<file path="config.mk">
export PLATFORM = sky130hd
export DESIGN_NAME = jtframe_joyser_flat
export DESIGN_NICKNAME = d
export VERILOG_FILES = /design/src/rtl/jtframe_joyser_pkg.sv /design/src/rtl/jtframe_joyser_if.sv /design/src/rtl/jtframe_joyser_deb.sv /design/src/rtl/jtframe_joyser.sv /design/src/flat_wrapper.sv
export SDC_FILE = /design/constraint.sdc
export NUM_CORES = 1
export LEC_CHECK = 0
export BUFFER_PORTS_ARGS = -buffer_cell sky130_fd_sc_hd__clkbuf_2
export CORE_MARGIN = 1
export CORE_UTILIZATION = 57
export CTS_CLUSTER_SIZE = 30
export DETAILED_ROUTE_END_ITERATION = 10
export GPL_TIMING_DRIVEN = 1
export HOLD_SLACK_MARGIN = 0.15
export PLACE_DENSITY = 0.78
export RECOVER_POWER = 50
export SETUP_SLACK_MARGIN = 0.2
export SYNTH_ARGS = -nofsm -noshare
export SYNTH_HDL_FRONTEND = slang
export SYNTH_HIERARCHICAL = 1
export SYNTH_SLANG_ARGS = --single-unit
export TNS_END_PERCENT = 100
</file>
<file path="constraint.sdc">
create_clock -name clk -period 2.46 [get_ports clk]
set_input_delay 0.492 -clock clk [delete_from_list [all_inputs] [get_ports clk]]
set_output_delay 0.492 -clock clk [all_outputs]
set_load 0.02 [all_outputs]
</file>
<file path="src/rtl/jtframe_joyser_pkg.sv">
// Shared types and elaboration helpers for the serial joystick reader.
package jtframe_joyser_pkg;

  typedef enum logic [1:0] {
    ST_GAP   = 2'd0,
    ST_LOAD  = 2'd1,
    ST_SHIFT = 2'd2,
    ST_LATCH = 2'd3
  } state_t;

  // Total number of serial bits in one frame.
  function automatic int unsigned frame_w(input int unsigned ports, input int unsigned bits);
    return ports * bits;
  endfunction

  // Width of a counter that must hold values 0..maxval.
  function automatic int unsigned cnt_w(input int unsigned maxval);
    return (maxval < 2) ? 1 : $clog2(maxval + 1);
  endfunction

endpackage

</file>
<file path="src/rtl/jtframe_joyser_if.sv">
// Joystick adapter bus plus the reader's control/result signals.
//   en, joy_data             : into the reader
//   joy_clk, joy_load        : adapter shift clock / active-low parallel load
//   joy_out [PORTS*BITS]     : latched buttons, active low, port 0 in the MSBs
//   frame_done               : 1-cycle strobe after each latch
interface jtframe_joyser_if #(
  parameter int unsigned PORTS = 2,
  parameter int unsigned BITS  = 6
);
  localparam int unsigned FW = PORTS * BITS;

  logic          en;
  logic          joy_data;
  logic          joy_clk;
  logic          joy_load;
  logic [FW-1:0] joy_out;
  logic          frame_done;

  modport master (
    input  en, joy_data,
    output joy_clk, joy_load, joy_out, frame_done
  );

  modport slave (
    output en, joy_data,
    input  joy_clk, joy_load, joy_out, frame_done
  );
endinterface

</file>
<file path="src/rtl/jtframe_joyser_deb.sv">
// Per-bit frame debouncer: an output bit flips only after DEBOUNCE
// consecutive updates that disagree with it.
//   clk, rst_n : clock, async active-low reset
//   upd        : one-cycle update strobe (frame latch)
//   din [W]    : freshly sampled frame
//   dout [W]   : debounced result, resets to all ones (released)
module jtframe_joyser_deb
  import jtframe_joyser_pkg::*;
#(
  parameter int unsigned W        = 12,
  parameter int unsigned DEBOUNCE = 3
) (
  input  logic         clk,
  input  logic         rst_n,
  input  logic         upd,
  input  logic [W-1:0] din,
  output logic [W-1:0] dout
);
  localparam int unsigned CW = cnt_w(DEBOUNCE);

  logic [CW-1:0] cnt_q [W];
  logic [CW-1:0] cnt_d [W];
  logic [W-1:0]  dout_q, dout_d;

  // Counter clears on agreement; flips the bit on the DEBOUNCE-th disagreement.
  always_comb begin
    dout_d = dout_q;
    for (int i = 0; i < int'(W); i++) begin
      cnt_d[i] = cnt_q[i];
      if (upd) begin
        if (din[i] == dout_q[i]) begin
          cnt_d[i] = '0;
        end else if (cnt_q[i] == CW'(DEBOUNCE - 1)) begin
          dout_d[i] = din[i];
          cnt_d[i]  = '0;
        end else begin
          cnt_d[i] = cnt_q[i] + 1'b1;
        end
      end
    end
  end

  always_ff @(posedge clk or negedge rst_n) begin
    if (!rst_n) begin
      dout_q <= '1;
      for (int i = 0; i < int'(W); i++) cnt_q[i] <= '0;
    end else begin
      dout_q <= dout_d;
      for (int i = 0; i < int'(W); i++) cnt_q[i] <= cnt_d[i];
    end
  end

  assign dout = dout_q;

endmodule

</file>
<file path="src/rtl/jtframe_joyser.sv">
// Serial reader for daisy-chained 74x165 joystick adapters.
// Loads the chain, shifts PORTS*BITS bits (port 0 first, MSB first),
// latches them into joy_out and idles GAP ticks between frames.
//   clk, rst_n : clock, async active-low reset
//   io         : jtframe_joyser_if.master (en, joy_data, joy_clk, joy_load,
//                joy_out, frame_done)
// Build option: JTFRAME_JOYSER_DEBOUNCE_EN routes the latch through a
// per-bit debouncer; otherwise joy_out takes each frame directly.
module jtframe_joyser
  import jtframe_joyser_pkg::*;
#(
  parameter int unsigned PORTS    = 2,
  parameter int unsigned BITS     = 6,
  parameter int unsigned CLKDIV   = 8,
  parameter int unsigned GAP      = 16,
  parameter int unsigned DEBOUNCE = 3
) (
  input  logic clk,
  input  logic rst_n,
  jtframe_joyser_if.master io
);
  localparam int unsigned FW          = frame_w(PORTS, BITS);
  localparam int unsigned SHIFT_TICKS = 2 * FW;
  localparam int unsigned CNT_MAX     = (SHIFT_TICKS > GAP) ? SHIFT_TICKS : GAP;
  localparam int unsigned CNT_W       = cnt_w(CNT_MAX);
  localparam int unsigned DIV_W       = cnt_w(CLKDIV - 1);

  logic [DIV_W-1:0] div_q, div_d;
  logic             tick_c;
  logic [1:0]       sync_q, sync_d;
  state_t           state_q, state_d;
  logic [CNT_W-1:0] cnt_q, cnt_d;
  logic [FW-1:0]    sr_q, sr_d;
  logic             joy_clk_q, joy_clk_d;
  logic             joy_load_q, joy_load_d;
  logic             frame_done_q, frame_done_d;
  logic             latch_c;

  // Free-running tick divider and joy_data synchroniser.
  assign tick_c = (div_q == DIV_W'(CLKDIV - 1));
  assign latch_c = (state_q == ST_LATCH);

  always_comb begin
    div_d  = tick_c ? '0 : div_q + 1'b1;
    sync_d = {sync_q[0], io.joy_data};
  end

  // Frame sequencer. cnt_q counts gap ticks, load ticks or shift half-bits.
  always_comb begin
    state_d      = state_q;
    cnt_d        = cnt_q;
    sr_d         = sr_q;
    joy_clk_d    = joy_clk_q;
    frame_done_d = 1'b0;
    case (state_q)
      ST_GAP: begin
        if (tick_c) begin
          if (io.en && (cnt_q >= CNT_W'(GAP - 1))) begin
            state_d = ST_LOAD;
            cnt_d   = '0;
          end else if (cnt_q < CNT_W'(GAP)) begin
            cnt_d = cnt_q + 1'b1;
          end
        end
      end
      ST_LOAD: begin
        if (tick_c) begin
          if (cnt_q == CNT_W'(1)) begin
            state_d = ST_SHIFT;
            cnt_d   = '0;
          end else begin
            cnt_d = cnt_q + 1'b1;
          end
        end
      end
      ST_SHIFT: begin
        if (tick_c) begin
          // Even half-bit: rising edge, capture the bit the chain presents now.
          joy_clk_d = ~cnt_q[0];
          if (!cnt_q[0]) sr_d = {sr_q[FW-2:0], sync_q[1]};
          if (cnt_q == CNT_W'(SHIFT_TICKS - 1)) begin
            state_d = ST_LATCH;
            cnt_d   = '0;
          end else begin
            cnt_d = cnt_q + 1'b1;
          end
        end
      end
      ST_LATCH: begin
        state_d      = ST_GAP;
        cnt_d        = '0;
        frame_done_d = 1'b1;
      end
      default: begin
        state_d = ST_GAP;
        cnt_d   = '0;
      end
    endcase
    joy_load_d = (state_d != ST_LOAD);
  end

  always_ff @(posedge clk or negedge rst_n) begin
    if (!rst_n) begin
      div_q        <= '0;
      sync_q       <= '1;
      state_q      <= ST_GAP;
      cnt_q        <= '0;
      sr_q         <= '1;
      joy_clk_q    <= 1'b0;
      joy_load_q   <= 1'b1;
      frame_done_q <= 1'b0;
    end else begin
      div_q        <= div_d;
      sync_q       <= sync_d;
      state_q      <= state_d;
      cnt_q        <= cnt_d;
      sr_q         <= sr_d;
      joy_clk_q    <= joy_clk_d;
      joy_load_q   <= joy_load_d;
      frame_done_q <= frame_done_d;
    end
  end

  assign io.joy_clk    = joy_clk_q;
  assign io.joy_load   = joy_load_q;
  assign io.frame_done = frame_done_q;

`ifdef JTFRAME_JOYSER_DEBOUNCE_EN
  jtframe_joyser_deb #(
    .W        (FW),
    .DEBOUNCE (DEBOUNCE)
  ) u_deb (
    .clk   (clk),
    .rst_n (rst_n),
    .upd   (latch_c),
    .din   (sr_q),
    .dout  (io.joy_out)
  );
`else
  logic [FW-1:0] joy_out_q, joy_out_d;
  logic          unused_debounce;

  assign unused_debounce = ^32'(DEBOUNCE);

  always_comb joy_out_d = latch_c ? sr_q : joy_out_q;

  always_ff @(posedge clk or negedge rst_n) begin
    if (!rst_n) joy_out_q <= '1;
    else        joy_out_q <= joy_out_d;
  end

  assign io.joy_out = joy_out_q;
`endif

endmodule
</file>
<file path="src/flat_wrapper.sv">
// flat-port wrapper written by rule: the top's interface ports become plain ports
module jtframe_joyser_flat import jtframe_joyser_pkg::*;
#(
  parameter int unsigned PORTS    = 2,
  parameter int unsigned BITS     = 6,
  parameter int unsigned CLKDIV   = 8,
  parameter int unsigned GAP      = 16,
  parameter int unsigned DEBOUNCE = 3
)
  (clk, rst_n, io_en, io_joy_data, io_joy_clk, io_joy_load, io_joy_out, io_frame_done);
  jtframe_joyser_if #(.PORTS(PORTS), .BITS(BITS)) io_i ();
  input  logic clk;
  input  logic rst_n;
  input wire logic [$bits(io_i.en)-1:0] io_en;
  input wire logic [$bits(io_i.joy_data)-1:0] io_joy_data;
  output wire logic [$bits(io_i.joy_clk)-1:0] io_joy_clk;
  output wire logic [$bits(io_i.joy_load)-1:0] io_joy_load;
  output wire logic [$bits(io_i.joy_out)-1:0] io_joy_out;
  output wire logic [$bits(io_i.frame_done)-1:0] io_frame_done;
  assign io_i.en = io_en;
  assign io_i.joy_data = io_joy_data;
  assign io_joy_clk = io_i.joy_clk;
  assign io_joy_load = io_i.joy_load;
  assign io_joy_out = io_i.joy_out;
  assign io_frame_done = io_i.frame_done;
  jtframe_joyser #(.PORTS(PORTS), .BITS(BITS), .CLKDIV(CLKDIV), .GAP(GAP), .DEBOUNCE(DEBOUNCE)) u_core (.clk(clk), .rst_n(rst_n), .io(io_i));
endmodule
</file>
---- Word level (Yosys, flattened, before mapping) ----
Index checks and enable logic that the tools add are counted.
cells by class
  add/sub/neg operators ................... 2
  bitwise gates (word level) .............. 1
  eq/ne operators ......................... 11
  $mul .................................... 0
  magnitude comparators ................... 2
  shifts and indexed selects .............. 0
  muxes and demuxes ....................... 17
  reductions and logical operators ........ 5
  divide/modulo/power cells ............... 0
operators by type and width
  cell                                                               count
  two-way mux 5 bit                                                  7
  one-hot mux 5 bit (4 select lines)                                 1
  two-way mux 2 bit                                                  6
  != test 2 x 1 -> 1 bit, second input constant                      4
  one-hot mux 2 bit (4 select lines)                                 1
  adder 5 x 1 -> 5 bit, second input constant                        1
  equality test 5 x 1 -> 1 bit, second input constant                1
  equality test 5 bit, second input constant                         1
  greater-or-equal comparator 5 x 4 -> 1 bit, second input constant  1
  less-than comparator 5 bit, second input constant                  1
  equality test 2 bit, second input constant                         2
  AND reduction 4 bit                                                1
  adder 3 x 1 -> 3 bit, second input constant                        1
  equality test 3 bit, second input constant                         1
  two-way mux 3 bit                                                  1
  != test 3 x 1 -> 1 bit, second input constant                      1
  AND reduction 3 bit                                                1
  equality test 2 x 1 -> 1 bit, second input constant                1
  logical NOT 2 bit                                                  1
  AND reduction 2 bit                                                1
  logical AND 1 bit                                                  1
  two-way mux 1 bit                                                  1
  inverter 1 bit                                                     1
storage, ports and cells
  memory bits (read-only) ................. 0
  register bits ........................... 39
  input port bits ......................... 4
  memory bits (writable) .................. 0
  memories ................................ 0
  word-level logic and storage cells ...... 47
  latch bits .............................. 0
  output and inout port bits .............. 15

---- Longest topological paths before layout ----
Gate-level depths: netlist (run 1).
  depth in word-level cells ............... 6
  mapped depth ............................ 7
  mapped depth without buffers ............ 7

---- Least setup slack after synthesis (run 1) ----
OpenSTA, ideal clock, no wires.
  path kind ............................... reg-to-reg
  start point ............................. register u_core.cnt_q[0]
  end point ............................... register u_core.cnt_q[3]
  required time ........................... 2,350 ps
  library setup time ...................... 110 ps
  stages on the path, launching flop included .. 8
  clock period less this slack ............ 1,842 ps
  buffers on the path ..................... 0
  setup slack ............................. 618 ps
  arrival time ............................ 1,732 ps
  cells stage by stage .................... dfrtp_1 > ha_1 > and3_1 > ha_1 > or2_1 > o21ai_1 > a21oi_1 > o41ai_1
on the way
  cells in the longest elaborated chain, start to end .. 5
  elaborated cells between the ends (all ways) .. 16
  classes of those cells .................. add/sub: 1; order compare: 2; eq/ne: 3; mux: 8; reduce/logical: 2
RTL lines
  item                                                                                       RTL line                                    source
  start, declared                                                                            jtframe_joyser.sv:32                        logic [CNT_W-1:0] cnt_q, cnt_d;
  start signal, assigned                                                                     jtframe_joyser.sv:116                       cnt_q <= cnt_d;
  adder 5 x 1 -> 5 bit / greater-or-equal comparator 5 x 4 -> 1 bit (equally long branches)  n/a
  two-way mux 5 bit / logical AND 1 bit (equally long branches)                              jtframe_joyser.sv:61, jtframe_joyser.sv:58
  two-way mux 5 bit                                                                          jtframe_joyser.sv:58                        if (io.en && (cnt_q >= CNT_W'(GAP - 1))) begin
  two-way mux 5 bit                                                                          jtframe_joyser.sv:57                        if (tick_c) begin
  one-hot mux 5 bit (4 select lines)                                                         jtframe_joyser.sv:55                        case (state_q)
Several ways; a longest one is shown, not always the timed one. The select of a mux whose other input is x is not followed.
A chain may end at the register's enable or synchronous reset.

---- Worst setup path after layout (run 1) ----
Same ends and word-level chain as after synthesis.

==> impl_metrics.env, run 1 <==
export IMPL_grt_overflow_total=0
export IMPL_post_synth_top_count_cell="dfstp_2"
export IMPL_worstSetupEndpointType="flip-flop"
export IMPL_grt_busiest_layer="met2"
export IMPL_min_to="u_core/sync_q[0]"
export IMPL_clock_sinks=39
export IMPL_max_freq_mhz=472
export IMPL_max_cap_viol_count=0
export IMPL_place_congestion=0.870
export IMPL_vdd_drop_max_v=0.000436
export IMPL_first_pass_iters=7
export IMPL_dp_hpwl_um=1860
export IMPL_clk_pin_slew_ns=0.11
export IMPL_initial_utilization_pct=60.7
export IMPL_holdPathStages=1
export IMPL_cts_resized=0
export IMPL_ys_warn_count=6
export IMPL_utilization_pct=67.4
export IMPL_routed_wl_um=2620
export IMPL_use_met3_pct=5.30
export IMPL_grt_pass1_vias=1068
export IMPL_die_area_sq_mm=0.00321
export IMPL_fp_dieW_um=56.7
export IMPL_p_per_area_mw_per_mm2=579
export IMPL_syn_to_final_growth_pct=11.0
export IMPL_reg2reg_slack_ns=0.34
export IMPL_fin_tns_setup_ns=0
export IMPL_cts_hold_buf=0
export IMPL_post_cts_setup_buffers=0
export IMPL_timing_rr_end="u_core/cnt_q[3]"
export IMPL_startpoint_type="flip-flop"
export IMPL_synth_area_leaders="dfstp_2 42%, dfrtp_1 18%, mux2_2 9.9%, mux2_1 5.9%, ha_1 3.7%"
export IMPL_grt_util_all_layers_pct=19.4
export IMPL_failed_checks="DRC"
export IMPL_cts_buffers=5
export IMPL_netlist_area_sq_mm=0.00170
export IMPL_die_h_um=56.7
export IMPL_path_class="reg -> reg"
export IMPL_synth_cells=123
export IMPL_first_iter_violations=18
export IMPL_core_sq_mm=0.00281
export IMPL_slew_headroom_pct=1.92
export IMPL_vias=1024
export IMPL_antenna_found_initial=0
export IMPL_finClkSkew_ns=0.0101
export IMPL_hp_class="in -> reg"
export IMPL_cp_arrival_ns=2.34
export IMPL_htreeDepth=2
export IMPL_finalHoldViolations=0
export IMPL_synth_cell_types=35
export IMPL_fin_hold_ws_ns=0.234
export IMPL_seq_area_sq_mm=0.00101
export IMPL_ys_flop_type="dfstp_2"
export IMPL_clock_path_buffers=2
export IMPL_drive_gt1_share_pct=50.3
export IMPL_n_antenna_cell=0
export IMPL_multiInputGateArea_sq_um=649
export IMPL_layout_min_cycle_time_ns=2.12
export IMPL_synth_edf_count=0
export IMPL_grt_pass1_wl_um=4500
export IMPL_finalCritPeriodShare_pct=86.0
export IMPL_num_rows=19
export IMPL_grt_max_degree=31
export IMPL_worst_slew_pin_slew_ns=1.47
export IMPL_drc=3
export IMPL_synth_top_cell_area_share_pct=41.6
export IMPL_hp_start="io_joy_data"
export IMPL_async_flop_share_pct=100
export IMPL_root_buffer="clkbuf_4"
export IMPL_pin_count=19
export IMPL_synthTopCellsByCount="27 x dfstp_2, 15 x mux2_2, 12 x dfrtp_1"
export IMPL_regToRegStartpoint="u_core/cnt_q[0]"
export IMPL_cts_tree="done"
export IMPL_portBuffers=18
export IMPL_grt_use_met2_pct=33.3
export IMPL_avgRoutedWirePerCell_um=14.7
export IMPL_required_ns=2.68
export IMPL_synth_seq_area_share_pct=59.3
export IMPL_clkLatencyLatePin_ns=0.34
export IMPL_synth_top_cell_by_area="dfstp_2"
export IMPL_grt_met1_usage_pct=20.1
export IMPL_ant_nets=0
export IMPL_syn_num_nets=132
export IMPL_n_fill_cell=216
export IMPL_ys_ff_latch=39
export IMPL_fin_nets=155
export IMPL_drt_vias_per_instance=5.75
export IMPL_cp_max_fo=8
export IMPL_avgSynthCellArea_sq_um=13.9
export IMPL_drv_slew=0
export IMPL_r2r_cells=7
export IMPL_outcome="finished with violations"
export IMPL_finalSetupViolations=0
export IMPL_rsz0062_at_grt="no"
export IMPL_p_leak_nw=0.893
[cell type report]
class	instances	share of cell area [%]
Clock inverter	2	1.85
Tap cell	31	2.05
Clock buffer	6	2.71
Multi-Input combinational cell	77	34.3
Timing Repair Buffer	19	4.89
Sequential cell	39	53.4
Inverter	4	0.794
[flip-flops by register name, indices dropped and copies added, names as in the netlist]
signal and cells:
u_core/div_q 3, u_core/io.joy_clk 1, u_core/io.joy_load 1, u_core/sync_q 2, u_core/io.joy_out 12, u_core/state_q 2, u_core/io.frame_done 1, u_core/sr_q 12
u_core/cnt_q 5
[critical path, stage by stage, from the launching register on]
cell,delay (ns)
dfrtp_1,0.50
ha_1,0.28
and3_1,0.19
ha_1,0.16
or2_1,0.25
o21ai_1,0.20
a21oi_1,0.16
o41ai_1,0.27
[logic make-up after synthesis]
group,after synthesis,synth area share [%]
adders and majority gates,5,3.67
DFF,39,59.3
buffers and inverters,7,2.50
AOI/OAI and AO/OA,21,8.88
muxes,24,15.9
and+or+nand+nor,27,9.84
[cell usage in the layout (no fill, tap or decap)]
cell / Yosys / layout
inv_2: 1 / 1
o31ai_1: 2 / 2
bufinv_16: 0 / 1
and4_1: 1 / 1
clkinv_2: 0 / 1
and3_1: 2 / 2
dfstp_2: 27 / 27
o2111ai_1: 1 / 1
nor2b_2: 1 / 1
o22ai_1: 1 / 1
clkbuf_4: 0 / 5
nand2b_1: 2 / 2
dfrtp_1: 12 / 12
a311oi_1: 1 / 1
a21oi_1: 2 / 2
o211ai_2: 1 / 1
or4b_4: 1 / 1
nand2_1: 9 / 10
o211ai_1: 1 / 1
ha_1: 5 / 5
o21ai_4: 1 / 1
clkbuf_8: 0 / 1
or2_1: 2 / 2
nor2_1: 3 / 3
a21o_1: 3 / 3
or3_1: 1 / 1
o21ai_0: 4 / 4
clkbuf_1: 0 / 2
o41ai_1: 1 / 1
and4b_1: 1 / 1
mux2_2: 15 / 15
nor4b_2: 1 / 1
mux2_1: 9 / 9
o21ai_1: 3 / 3
nand3_1: 1 / 1
nor2_4: 1 / 1
clkbuf_2: 0 / 17
inv_1: 3 / 3
[how the worst max path moves through the flow]
stage	start	slack, ns	endpoint	cells past startpoint
2_1_floorplan	u_core/cnt_q[0]	0.62	u_core/cnt_q[3]	7
3_3_place_gp	u_core/cnt_q[0]	0.43	u_core/cnt_q[3]	7
4_1_cts	u_core/cnt_q[0]	0.33	u_core/cnt_q[3]	7
6_report	u_core/cnt_q[0]	0.34	u_core/cnt_q[3]	7
3_5_place_dp	u_core/cnt_q[0]	0.37	u_core/cnt_q[3]	7
5_1_grt	u_core/cnt_q[0]	0.21	u_core/cnt_q[3]	7
[layer usage]
layer	routed length, um	part of all wire [%]
met5	0	0
met4	23	0.88
met3	98	3.7
met2	1320	50
met1	1180	45
[report_power, final]
group          total (mW)  switching (mW)  leakage, nW  internal, mW
Clock               0.433           0.193       0.0482         0.240
Combinational      0.0153          0.0133        0.412       0.00200
Sequential          0.647        0.000559        0.432         0.646
[metrics by stage]
stage	setup slack (ns)	cell area, sq um	cells	power, mW
detailed placement	0.366	1810	170	0.674
global placement	0.427	1810	170	0.673
floorplan	0.618	1700	123	0.657
finish	0.344	1890	178	1.09
CTS	0.332	1900	178	1.11
global route	0.205	1890	178	1.14
(Power assumes the default switching activity.)
==> run 2: changes to the inputs <==
--- a/config.mk
+++ b/config.mk
@@ -10,11 +10,12 @@
 export CORE_UTILIZATION = 57
 export CTS_CLUSTER_SIZE = 30
 export DETAILED_ROUTE_END_ITERATION = 10
-export GPL_TIMING_DRIVEN = 1
+export GPL_TIMING_DRIVEN = 0
 export HOLD_SLACK_MARGIN = 0.15
 export PLACE_DENSITY = 0.78
 export RECOVER_POWER = 50
 export SETUP_SLACK_MARGIN = 0.2
+export SLEW_MARGIN = 20
 export SYNTH_ARGS = -nofsm -noshare
 export SYNTH_HDL_FRONTEND = slang
 export SYNTH_HIERARCHICAL = 1
==> impl_metrics.env, run 2 (synthesis gave the netlist of run 1 again) <==
export IMPL_p_per_area_mw_per_mm2=510
export IMPL_place_ws_ns=0.424
export IMPL_mostFrequentLayoutCells="27 x dfstp_2, 17 x clkbuf_2, 15 x mux2_2, 12 x dfrtp_1, 10 x nand2_1"
export IMPL_first_iter_violations=25
export IMPL_vdd_drop_max_v=0.000434
export IMPL_dp_cells=172
export IMPL_place_congestion=0.860
export IMPL_initial_utilization_pct=60.7
export IMPL_first_pass_iters=7
export IMPL_grt_pass1_wl_um=4570
export IMPL_core_sq_mm=0.00281
export IMPL_hp_class="in -> reg"
export IMPL_drt_vias_per_instance=5.66
export IMPL_num_rows=19
export IMPL_portBuffers=18
export IMPL_die_h_um=56.7
export IMPL_crit_slowest_cell="dfrtp_1"
export IMPL_clkLatencyLatePin_ns=0.33
export IMPL_ant_nets=0
export IMPL_worst_slack_ns=0.411
export IMPL_multiInputGateArea_sq_um=649
export IMPL_post_cts_setup_buffers=0
export IMPL_path_cells="ha_1 -> and3_1 -> ha_1 -> or2_1 -> o21ai_1 -> a21oi_1 -> o41ai_1"
export IMPL_routed_wl_um=2660
export IMPL_finalSetupViolations=0
export IMPL_drv_slew=40
export IMPL_cts_resized=0
export IMPL_n_fill_cell=205
export IMPL_max_freq_mhz=488
export IMPL_grt_max_degree=40
export IMPL_finClkSkew_ns=0.00649
export IMPL_dp_hpwl_um=1890
export IMPL_path_class="reg -> reg"
export IMPL_antenna_found_initial=0
export IMPL_clock_sinks=39
export IMPL_vias=1018
export IMPL_finalHoldViolations=0
export IMPL_cp_slowest_stage_delay_ns=0.50
export IMPL_worst_slew_pin_slew_ns=1.88
export IMPL_drc=3
export IMPL_cp_arrival_ns=2.27
export IMPL_finalCritPeriodShare_pct=83.3
export IMPL_cts_tree="done"
export IMPL_die_area_sq_mm=0.00321
export IMPL_regToRegStartpoint="u_core/cnt_q[0]"
export IMPL_fp_dieW_um=56.7
export IMPL_clk_pin_slew_ns=0.10
export IMPL_min_to="u_core/sync_q[0]"
export IMPL_hp_start="io_joy_data"
export IMPL_grt_util_all_layers_pct=19.5
export IMPL_required_ns=2.68
export IMPL_fin_nets=157
export IMPL_cp_max_fo=8
export IMPL_layout_min_cycle_time_ns=2.05
export IMPL_dpl_cell_area_sq_mm=0.00183
export IMPL_n_antenna_cell=0
export IMPL_pin_count=19
export IMPL_seq_area_sq_mm=0.00101
export IMPL_drive_gt1_share_pct=50.3
export IMPL_timing_rr_end="u_core/cnt_q[3]"
export IMPL_cts_buffers=5
export IMPL_root_buffer="clkbuf_4"
export IMPL_holdPathStages=1
export IMPL_rsz0062_at_grt="no"
export IMPL_worstSetupEndpointType="flip-flop"
export IMPL_cts_hold_buf=0
export IMPL_layout_commonest_cell="dfstp_2"
export IMPL_fin_tns_setup_ns=0
export IMPL_startpoint_type="flip-flop"
export IMPL_failed_checks="DRC, capacitance limit, slew limit"
export IMPL_r2r_cells=7
export IMPL_p_leak_nw=0.887
export IMPL_htreeDepth=2
export IMPL_outcome="finished with violations"
export IMPL_avgRoutedWirePerCell_um=14.8
export IMPL_final_instance_count_excl_fill=180
export IMPL_clock_path_buffers=2
export IMPL_syn_to_final_growth_pct=10.3
export IMPL_design_area_sq_mm=0.00188
export IMPL_max_cap_viol_count=1
export IMPL_grt_overflow_total=0
export IMPL_crit_top_cell="ha_1"
export IMPL_slew_headroom_pct=-25.6
export IMPL_reg2reg_slack_ns=0.41
export IMPL_grt_pass1_vias=1021
[run 2: metrics by stage]
| stage | power (mW) | hold WS [ns] | utilization (%) |
|---|---|---|---|
| after floorplan | 0.657 | 0.196 | - |
| after global placement | 0.672 | 0.346 | 65.3 |
| after detailed placement | 0.673 | 0.359 | 65.3 |
| after CTS | 0.974 | 0.231 | 67.1 |
| after global routing | 0.996 | 0.221 | 67.0 |
| final | 0.958 | 0.243 | 67.0 |
[run 2: power by group]
group / internal, mW / switching [mW] / total, mW
clock network: 0.111 / 0.186 / 0.297
logic: 0.00161 / 0.0126 / 0.0142
registers: 0.646 / 0.000535 / 0.647
[run 2: how the worst max path moves through the flow]
stage / from / to / slack [ns] / cells past startpoint
after floorplan: u_core/cnt_q[0] / u_core/cnt_q[3] / 0.62 / 7
after global placement: u_core/cnt_q[0] / u_core/cnt_q[3] / 0.46 / 7
after detailed placement: u_core/cnt_q[0] / u_core/cnt_q[3] / 0.42 / 7
after CTS: u_core/cnt_q[0] / u_core/cnt_q[3] / 0.40 / 7
after global routing: u_core/cnt_q[0] / u_core/cnt_q[3] / 0.21 / 7
final: u_core/cnt_q[0] / u_core/cnt_q[3] / 0.41 / 7
[run 2: per-layer routing]
layer  track usage, %  vias to the layer above  wire length (um)
met5                0                        -                 0
met4             11.1                        0                56
met3             5.30                       10               120
met2             31.1                       29              1270
met1             23.8                      486              1210
li1                 -                      493                 -
[run 2: layout make-up]
class | instances | area share, %
Sequential cell | 39 | 53.7
Inverter | 4 | 0.799
Clock inverter | 1 | 0.266
Clock buffer | 7 | 2.40
Timing Repair Buffer | 18 | 4.73
Tap cell | 31 | 2.06
Multi-Input combinational cell | 77 | 34.6
Buffer | 3 | 1.46
[run 2: worst max-delay path, delay by kind of cell, from the launching register on]
| kind | cells | cell delay, ns |
|---|---|---|
| simple gates | 2 | 0.44 |
| fa+ha+maj | 2 | 0.43 |
| flops | 1 | 0.50 |
| compound gates | 3 | 0.58 |
==> run 3: changes to the inputs <==
==> constraint.sdc (replaced) <==
create_clock -name clk -period 2 [get_ports clk]
set_input_delay 0.4 -clock clk [delete_from_list [all_inputs] [get_ports clk]]
set_output_delay 0.4 -clock clk [all_outputs]
set_load 0.02 [all_outputs]
==> impl_metrics.env, run 3 (synthesis gave the netlist of run 1 again) <==
export IMPL_crit_family="compound AO/OA/AOI/OAI gates"
export IMPL_slew_headroom_pct=39.3
export IMPL_clkLatencyLatePin_ns=0.34
export IMPL_finalHoldViolations=0
export IMPL_core_sq_mm=0.00281
export IMPL_htreeDepth=2
export IMPL_routed_wl_um=3420
export IMPL_max_cap_viol_count=0
export IMPL_total_power_mw=1.20
export IMPL_grt_met1_usage_pct=26.3
export IMPL_syn_to_final_growth_pct=20.8
export IMPL_cp_max_fo=4
export IMPL_dp_hpwl_um=1880
export IMPL_n_antenna_cell=0
export IMPL_clk_pin_slew_ns=0.11
export IMPL_root_buffer="clkbuf_4"
export IMPL_mostFrequentLayoutCells="27 x dfstp_2, 18 x clkbuf_2, 15 x mux2_2, 11 x dfrtp_1"
export IMPL_fin_nets=165
export IMPL_grt_busiest_layer="met2"
export IMPL_worstSetupEndpointType="flip-flop"
export IMPL_grt_overflow_total=0
export IMPL_drv_slew=0
export IMPL_fin_tns_setup_ns=0
export IMPL_cts_tree="done"
export IMPL_clock_sinks=39
export IMPL_path_cells="ha_4 -> and3_4 -> ha_4 -> or2_4 -> o21ai_4 -> o21ai_0 -> a21o_1"
export IMPL_hp_class="in -> async"
export IMPL_finClkSkew_ns=0.0160
export IMPL_initial_utilization_pct=60.7
export IMPL_final_instance_count_excl_fill=188
export IMPL_grt_pass1_vias=1033
export IMPL_crit_top_cell="ha_4"
export IMPL_drive_gt1_share_pct=60.5
export IMPL_failed_checks="DRC"
export IMPL_p_per_area_mw_per_mm2=582
export IMPL_startpoint_type="flip-flop"
export IMPL_outcome="finished with violations"
export IMPL_grt_util_all_layers_pct=21.0
export IMPL_worst_path_stages=7
export IMPL_clock_path_buffers=2
export IMPL_cp_slowest_stage_delay_ns=0.43
export IMPL_place_congestion=0.871
export IMPL_rsz0062_at_grt="yes"
export IMPL_cp_arrival_ns=2.07
export IMPL_vias=1121
export IMPL_antenna_found_initial=0
export IMPL_worst_slew_pin_slew_ns=0.910
export IMPL_finalSetupViolations=0
export IMPL_grt_max_degree=40
export IMPL_finalCritPeriodShare_pct=91.7
export IMPL_r2r_cells=7
export IMPL_first_iter_violations=38
export IMPL_layout_commonest_cell="dfstp_2"
export IMPL_die_h_um=56.7
export IMPL_use_met3_pct=7.60
export IMPL_drt_vias_per_instance=5.96
export IMPL_drc=2
export IMPL_fin_hold_ws_ns=0.174
export IMPL_portBuffers=18
export IMPL_cts_buffers=5
export IMPL_path_class="reg -> reg"
export IMPL_num_rows=19
export IMPL_cp_buffers_inverters=0
export IMPL_layout_min_cycle_time_ns=1.83
export IMPL_n_fill_cell=173
export IMPL_fp_dieW_um=56.7
export IMPL_grt_use_met2_pct=32.0
export IMPL_dp_cells=172
export IMPL_grt_pass1_wl_um=4860
export IMPL_pin_count=19
export IMPL_avgRoutedWirePerCell_um=18.2
export IMPL_die_area_sq_mm=0.00321
export IMPL_first_pass_iters=8
export IMPL_max_freq_mhz=545
export IMPL_vdd_drop_max_v=0.000517
export IMPL_p_leak_nw=0.946
export IMPL_crit_slowest_cell="dfrtp_1"
export IMPL_ant_nets=0
export IMPL_required_ns=2.23
[run 3: cell types whose count changed in the layout (fill, tap and decap cells not counted), sizes merged]
| cell | previous run | this run |
|---|---|---|
| dlygate4sd3 | 0 | 1 |
| buf | 3 | 9 |
| clkinvlp | 0 | 1 |
[run 3: cell type report]
| cell class | count | area (sq um) | area share (%) |
|---|---|---|---|
| sequential | 39 | 1010 | 49.1 |
| multi-input combinational | 77 | 738 | 35.9 |
| timing repair buffer | 26 | 170 | 8.27 |
| clock buffer | 6 | 41.3 | 2.01 |
| tap | 31 | 38.8 | 1.88 |
| buffer | 3 | 31.3 | 1.52 |
| inverter | 4 | 15.0 | 0.729 |
| clock inverter | 2 | 12.5 | 0.608 |
[run 3: path summary, 6_finish.rpt]
kind,to,start,slack (ns)
max reg2reg,u_core/state_q[0],u_core/cnt_q[1],0.17
min,u_core/cnt_q[2],rst_n,0.17
min reg2reg,u_core/sync_q[1],u_core/sync_q[0],0.36
max,u_core/state_q[0],u_core/cnt_q[1],0.17
min in group clk,u_core/sync_q[1],u_core/sync_q[0],0.36
max in group asynchronous,u_core/cnt_q[0],rst_n,1.19
[run 3: stage by stage]
stage	area, sq um	util [%]	worst slack [ns]
after floorplan	1710	-	0.221
after global placement	1840	65.7	0.0938
after detailed placement	1840	65.7	-0.00805
after CTS	1980	70.7	0.207
after global routing	2060	73.4	0.120
final	2060	73.4	0.167
[run 3: per-layer routing]
layer / vias to the layer above / wire length (um)
met5: - / 0
met4: 0 / 82
met3: 8 / 246
met2: 56 / 1710
met1: 552 / 1380
li1: 505 / -
[run 3: repair_timing]
action	CTS	global route
hold buffers	1	0
pin swaps	2	2
gates cloned	0	1
gates resized for setup	9	9
setup buffers	4	2
endpoints found under the hold margin	1	0
endpoints found under the setup margin	15	16
[run 3: power breakdown]
group | switching (mW) | internal (mW) | total, mW
combinational | 0.0172 | 0.00371 | 0.0209
sequential | 0.000449 | 0.795 | 0.795
clock | 0.246 | 0.136 | 0.382
total | 0.264 | 0.934 | 1.20
